### src/rtl/seq_decode.sv
// SEQ Y86-64 decode / write-back stage: register ID decode plus a 15 x 64-bit register file.
// Optional write-through bypass of valM/valE onto valA/valB when DECODE_WB_BYPASS_EN is defined.
module seq_decode #(
    parameter int WIDTH = 64,
    parameter int NREG  = 15
) (
    input  logic             clk,
    input  logic             rst_n,
    input  logic [3:0]       icode,
    input  logic [3:0]       rA,
    input  logic [3:0]       rB,
    input  logic             cnd,
    input  logic [WIDTH-1:0] valE,
    input  logic [WIDTH-1:0] valM,
    output logic [3:0]       srcA,
    output logic [3:0]       srcB,
    output logic [3:0]       dstE,
    output logic [3:0]       dstM,
    output logic [WIDTH-1:0] valA,
    output logic [WIDTH-1:0] valB
);

    localparam logic [3:0] RNONE = 4'hF;
    localparam logic [3:0] RSP   = 4'h4;

    typedef enum logic [3:0] {
        I_HALT   = 4'h0,
        I_NOP    = 4'h1,
        I_RRMOVQ = 4'h2,
        I_IRMOVQ = 4'h3,
        I_RMMOVQ = 4'h4,
        I_MRMOVQ = 4'h5,
        I_OPQ    = 4'h6,
        I_JXX    = 4'h7,
        I_CALL   = 4'h8,
        I_RET    = 4'h9,
        I_PUSHQ  = 4'hA,
        I_POPQ   = 4'hB
    } icode_e;

    logic [WIDTH-1:0] regFile [NREG];
    logic [WIDTH-1:0] rfA;
    logic [WIDTH-1:0] rfB;

    always_comb begin
        srcA = RNONE;
        srcB = RNONE;
        dstE = RNONE;
        dstM = RNONE;
        case (icode)
            I_RRMOVQ: begin
                srcA = rA;
                dstE = cnd ? rB : RNONE;
            end
            I_IRMOVQ: dstE = rB;
            I_RMMOVQ: begin
                srcA = rA;
                srcB = rB;
            end
            I_MRMOVQ: begin
                srcB = rB;
                dstM = rA;
            end
            I_OPQ: begin
                srcA = rA;
                srcB = rB;
                dstE = rB;
            end
            I_CALL: begin
                srcB = RSP;
                dstE = RSP;
            end
            I_RET: begin
                srcA = RSP;
                srcB = RSP;
                dstE = RSP;
            end
            I_PUSHQ: begin
                srcA = rA;
                srcB = RSP;
                dstE = RSP;
            end
            I_POPQ: begin
                srcA = RSP;
                srcB = RSP;
                dstE = RSP;
                dstM = rA;
            end
            default: ;
        endcase
    end

    // Reset loads R[i] = i; on a dstE/dstM collision the later valM assignment wins.
    always_ff @(posedge clk or negedge rst_n) begin
        if (!rst_n) begin
            for (int i = 0; i < NREG; i++) begin
                regFile[i] <= WIDTH'(i);
            end
        end else begin
            if (dstE != RNONE) begin
                regFile[dstE] <= valE;
            end
            if (dstM != RNONE) begin
                regFile[dstM] <= valM;
            end
        end
    end

    assign rfA = (srcA == RNONE) ? '0 : regFile[srcA];
    assign rfB = (srcB == RNONE) ? '0 : regFile[srcB];

`ifdef DECODE_WB_BYPASS_EN
    // A matching srcX can only equal a dst that is itself not RNONE, so one guard suffices.
    always_comb begin
        valA = rfA;
        valB = rfB;
        if (srcA != RNONE && srcA == dstM) begin
            valA = valM;
        end else if (srcA != RNONE && srcA == dstE) begin
            valA = valE;
        end
        if (srcB != RNONE && srcB == dstM) begin
            valB = valM;
        end else if (srcB != RNONE && srcB == dstE) begin
            valB = valE;
        end
    end
`else
    assign valA = rfA;
    assign valB = rfB;
`endif

endmodule

### config.mk
export PLATFORM = sky130hd
export DESIGN_NAME = seq_decode
export DESIGN_NICKNAME = d
export VERILOG_FILES = /design/src/rtl/seq_decode.sv
export SDC_FILE = /design/constraint.sdc
export NUM_CORES = 2
export LEC_CHECK = 0
export CAP_MARGIN = 20
export CORE_ASPECT_RATIO = 1.1
export CORE_UTILIZATION = 30
export CTS_CLUSTER_DIAMETER = 80
export CTS_CLUSTER_SIZE = 20
export DETAILED_ROUTE_END_ITERATION = 8
export GPL_ROUTABILITY_DRIVEN = 1
export SLEW_MARGIN = 10
export SYNTH_ARGS = -nofsm -noshare
export SYNTH_HDL_FRONTEND = slang
export SYNTH_SLANG_ARGS = --single-unit
### constraint.sdc
create_clock -name clk -period 5.07 [get_ports clk]
set_input_delay 0.507 -clock clk [delete_from_list [all_inputs] [get_ports clk]]
set_output_delay 0.507 -clock clk [all_outputs]
set_load 0.01 [all_outputs]
* Word level (Yosys, flattened, before mapping)
Index checks and enable logic that the tools add are counted.
** Word-level totals
- Flip-flop bits (word level) :: 960
- Output and inout port bits :: 144
** Cells by class
- Magnitude comparators :: 6
- Eq/ne operators :: 13
- Mux-type cells :: 21
- Bitwise gates (word level) :: 4
- Reductions and logical operators :: 8
** Operators by type and width (number)
- $bwmux W960 :: 2
- $mux W960 :: 2
- $bmux W64 S4 :: 2
- $demux W64 S4 :: 2
- $mux W64 :: 8
- $eq A4 B4 Y1 const B :: 6
- $ge A5 B5 Y1 const B :: 4
- $not A4 Y5 :: 4
- $pmux W4 S2 :: 2
- $eq A4 B3 Y1 const B :: 3
- $pmux W4 S3 :: 1
- $lt A5 B1 Y1 const B :: 2
- $eq A4 B2 Y1 const B :: 2
- $mux W4 :: 2
- $ne A4 B4 Y1 const B :: 2
- $reduce_or A4 Y1 :: 2
- $reduce_or A2 Y1 :: 3
- $reduce_or A3 Y1 :: 1
- $logic_and A1 B1 Y1 :: 2

* Depth between registers and ports, before layout
- Word-level depth :: 12
- Depth in mapped cells :: 11
- Gate-level depth less buffers :: 8

* Worst setup path before layout
Ideal clock, no wire load.
- Path type :: input -> output
- From :: in icode[2]
- To :: out valB[60]
- Arrival time :: 2.525 ns
- Data required time :: 4.563 ns
- Path slack :: 2.038 ns
- Stages on the path :: 9
- Cells stage by stage :: buf_4 -> and2b_1 -> a31oi_2 -> buf_2 -> mux2_1 -> a222oi_1 -> nor2_1 -> a2111oi_0 -> nor2_1
** On the way
- Word-level cells in the longest chain between the ends :: 8
** RTL lines
- from (decl) :: RTL line 9 : input logic [3:0] icode,
- $eq A4 B4 Y1 / $eq A4 B3 Y1 (equally long branches) :: RTL line 50 : case (icode)
- $reduce_or A4 Y1 (no line) / $reduce_or A3 Y1 (equally long branches)
- $pmux W4 S2 * :: RTL line 50
- $not A4 Y5 (implied by the code) :: RTL line 110 : assign rfB = (srcB == RNONE) ? '0 : regFile[srcB];
- $bmux W64 S4 :: RTL line 110
- $mux W64 (implied by the code) (2 in a row) :: RTL line 110
- $mux W64 * :: RTL line 110
- to (decl) :: RTL line 20 : output logic [WIDTH-1:0] valB
Every way passes the cells marked *; elsewhere a longest branch is shown, timed or not. The select of a mux whose other input is x is not followed.

* Worst setup path in the final report
- From :: in icode[2]
- To :: out valB[54]
Same word-level chain as after synthesis.

==> results.py <==
metrics = {
    "global_route": {
        "grt_use_total_pct": 26.2,
        "grtUsageMet3_pct": 5.93,
        "top_usage_layer": "met2",
        "grt_overflow_total": 0,
        "met2_usage_pct": 40.5,
        "grt_max_degree": 148,
        "grt_pass1_vias": 56100,
        "grt_pass1_wl_um": 397000,
        "antenna_found_initial": 43,
        "grt.met1_usage_pct": 33.5,
    },
    "die": {
        "core_um2": 198000,
        "rows": 171,
        "die_height_um": 471,
        "dieArea_um2": 202000,
        "initial_utilization_pct": 30.3,
        "io_pins": 287,
        "die_w_um": 429,
    },
    "final_layout": {
        "reg_top3": "regFile (960)",
        "final_nets": 7143,
        "n_fill_cell": 20300,
        "finalInstanceArea_um2": 68100,
        "largest_register": "regFile",
        "instances_no_fill": 9638,
        "largest_reg_flops": 960,
        "syn2layout_area_growth_pct": 13.4,
        "drive_gt1_share_pct": 7.43,
    },
    "clock_network": {
        "cts_setup_buffers": 0,
        "clkTransAtPathRegs_ps": 80,
        "htreeDepth": 2,
        "numCtsBuffers": 57,
        "worstSkewPairLatency_ps": 730,
        "cts_tree": "done",
        "cts.sink_count": 960,
        "root_buffer": "clkbuf_16",
        "clock_path_buffers": 3,
    },
    "route": {
        "avgRoutedWirePerCell_um": 28.4,
        "drc": 6,
        "routed_via_density": 6.09,
        "num_vias": 58700,
        "drt_iter0_markers": 8757,
        "firstDrtPassIters": 9,
        "ant_nets": 0,
        "wirelength_um": 274000,
    },
    "critical_path": {
        "cp_top_family": "buffers and inverters",
        "worstPathCellList": "clkdlybuf4s50_1 -> and2b_1 -> a31oi_4 -> buf_12 -> buf_12 -> mux2_2 -> a222oi_1 -> nor2_1 -> a2111oi_0 -> nor2_1 -> clkdlybuf4s50_1",
        "path_class": "in -> out",
        "crit_buf_inv": 4,
        "cp.required_ps": 4560,
        "crit_path_top_delay_cell": "clkdlybuf4s50_1",
        "critPathLaunchType": "input pin",
        "max_stage_delay_ps": 640,
        "worstPathArrival_ps": 4530,
        "path_max_fanout": 30,
        "crit_path_end_kind": "output port",
    },
    "power_and_ir_drop": {
        "leakage_nw": 28.4,
        "p_switching_w": 0.00814,
        "p_per_area_nw_per_um2": 336,
        "clkPwrFrac_pct": 23.4,
        "peakVddDrop_mv": 0.306,
        "power.internal_w": 0.0147,
        "swShare_pct": 35.6,
        "p_comb_share_pct": 27.4,
        "p_seq_share_pct": 49.2,
    },
    "yosys": {
        "synth_top_cell_area_share_pct": 38.8,
        "syn_area_um2": 60100,
        "netlist_instances": 7200,
        "synth_edf_count": 0,
        "ys_seq_area_share_pct": 40.0,
        "syn_avg_cell_area_um2": 8.34,
        "ys_ff_latch": 960,
        "yosys_warnings": 0,
        "yosys-top-cells-area": "dfrtp_1, mux2i_1, nand2_1, o21ai_0, nand3_1",
        "synth_nets": 7343,
        "synthFlopType": "dfrtp_1",
        "yosysTopAreaCell": "dfrtp_1",
        "synthDistinctLibCells": 54,
        "async_flop_share_pct": 100,
    },
    "place": {
        "dpl.hpwl_um": 153000,
        "gp_congestion": 0.863,
        "port_buffers": 286,
        "place.detailed.instances": 9535,
        "place_area_um2": 66300,
    },
    "timing": {
        "setup_viol": 0,
        "period_share_pct": 99.3,
        "fin_crit_ps": 5030,
        "slew_headroom_pct": 33.0,
        "hold_violations": 0,
        "rsz0062_at_grt": "false",
        "final_max_slew_viol_count": 0,
        "skew_ps": 0,
        "tightest_slew_ps": 1000,
        "timing.setup.tns_ps": 0,
        "max_freq_ghz": 0.199,
    },
    "status": {
        "status": "complete, but fails checks",
        "violations": "design-rule violations",
    },
    "min_path": {
        "hp-class": "in -> async",
    },
    "flow_run": {
        "maxCapViolations": 0,
    },
}
per-stage QoR:
step	hold slack (ps)	setup slack, ps	total power, W	utilization, %
after floorplan	211	2040	0.0149	-
after global placement	492	38.7	0.0172	33.5
after detailed placement	495	73.9	0.0175	33.5
after CTS	419	57.9	0.0227	34.4
after global routing	451	8.65	0.0240	34.4
final	347	36.4	0.0229	34.4
worst reg2reg max path, cell delays in order, from the launching register on:
cell and delay (ps):
dfrtp_1 400, nor2b_1 130, a211oi_1 230, a21oi_1 60
worst paths after layout:
kind	to	slack [ps]	from	cells after the start
max in group asynchronous	regFile[444]	3250	rst_n	3
hold / removal	regFile[717]	350	rst_n	2
setup reg to reg	regFile[877]	4090	regFile[877]	3
setup / recovery	valB[54]	40	icode[2]	11
hold reg to reg	regFile[130]	510	regFile[130]	2
min in group clk	regFile[130]	510	regFile[130]	2
metal layers:
layer  part of all wire (%)  up-vias
li1                       -    25000
met1                     38    28500
met2                     44     4255
met3                     12      957
met4                    6.1       38
met5                   0.10        -
synth_stat cells (13+ instances only):
| master | n |
|---|---|
| mux2i_1 | 945 |
| inv_1 | 13 |
| o21ai_0 | 836 |
| o21ai_1 | 125 |
| mux2_2 | 62 |
| a311oi_1 | 40 |
| clkbuf_1 | 576 |
| a31oi_1 | 145 |
| a22oi_1 | 189 |
| buf_2 | 118 |
| buf_1 | 32 |
| nor2_1 | 340 |
| a222oi_1 | 63 |
| dfstp_2 | 28 |
| nor3_1 | 51 |
| nand3_1 | 487 |
| a21oi_1 | 182 |
| nand2_1 | 1723 |
| buf_4 | 39 |
| mux4_2 | 63 |
| dfrtp_1 | 932 |
| a2111oi_0 | 65 |
| o221ai_1 | 63 |
final cells by class:
type                            count  area [um2]  share of cell area [%]
Sequential cell                   960       24100                    35.3
Inverter                           17        90.1                   0.132
Clock buffer                       74        1580                    2.32
Antenna cell                       17        42.5                  0.0624
Tap cell                         2595        3250                    4.76
Clock inverter                     11         173                   0.253
Multi-Input combinational cell   5449       33100                    48.5
Timing Repair Buffer              515        5880                    8.63
layout by cell type (no fill, tap or decap), types with 5 or more instances in the layout:
| cell | instances |
|---|---|
| o21ai_1 | 123 |
| nor3_1 | 44 |
| inv_6 | 5 |
| inv_1 | 11 |
| nand2b_1 | 6 |
| nor3_2 | 6 |
| a31oi_1 | 144 |
| mux2_2 | 62 |
| a222oi_1 | 63 |
| dfrtp_1 | 932 |
| a2111oi_0 | 63 |
| diode_2 | 17 |
| clkdlybuf4s50_1 | 285 |
| clkbuf_1 | 10 |
| a22oi_1 | 189 |
| mux4_2 | 63 |
| o221ai_1 | 63 |
| nor2_4 | 17 |
| clkbuf_16 | 59 |
| a311oi_1 | 40 |
| o21ai_0 | 836 |
| nand3_1 | 484 |
| mux2i_1 | 945 |
| a21oi_1 | 182 |
| buf_12 | 103 |
| nor2b_1 | 5 |
| nor2_1 | 327 |
| o22ai_1 | 5 |
| buf_4 | 125 |
| clkbuf_8 | 5 |
| dfstp_2 | 28 |
| a211oi_1 | 6 |
| nand2_1 | 1719 |
power by group through the flow:
stage                     sequential, W  clock (W)  combinational (W)
after global routing             0.0115    0.00565            0.00687
after CTS                        0.0112    0.00538            0.00619
after detailed placement         0.0113          0            0.00618
after global placement           0.0112          0            0.00600
final                            0.0113    0.00535            0.00627
after floorplan                  0.0108          0            0.00412
kinds of logic (layout without fill, tap and decap cells):
| group | count (synthesis) | after routing | share of synthesized area, % |
|---|---|---|---|
| other | 0 | 17 | 0 |
| AOI/OAI and AO/OA | 1731 | 1731 | 17.2 |
| muxes | 1071 | 1071 | 19.3 |
| buffers and inverters | 791 | 617 | 5.54 |
| and+or+nand+nor | 2647 | 2647 | 17.9 |
| DFF | 960 | 960 | 40.0 |
repair_timing:
item                                    CTS  global route
endpoints found under the hold margin    58             0
hold buffers                              1             0
endpoints found under the setup margin    0             2
resized for setup                         0             2
(Power assumes the default switching activity.)
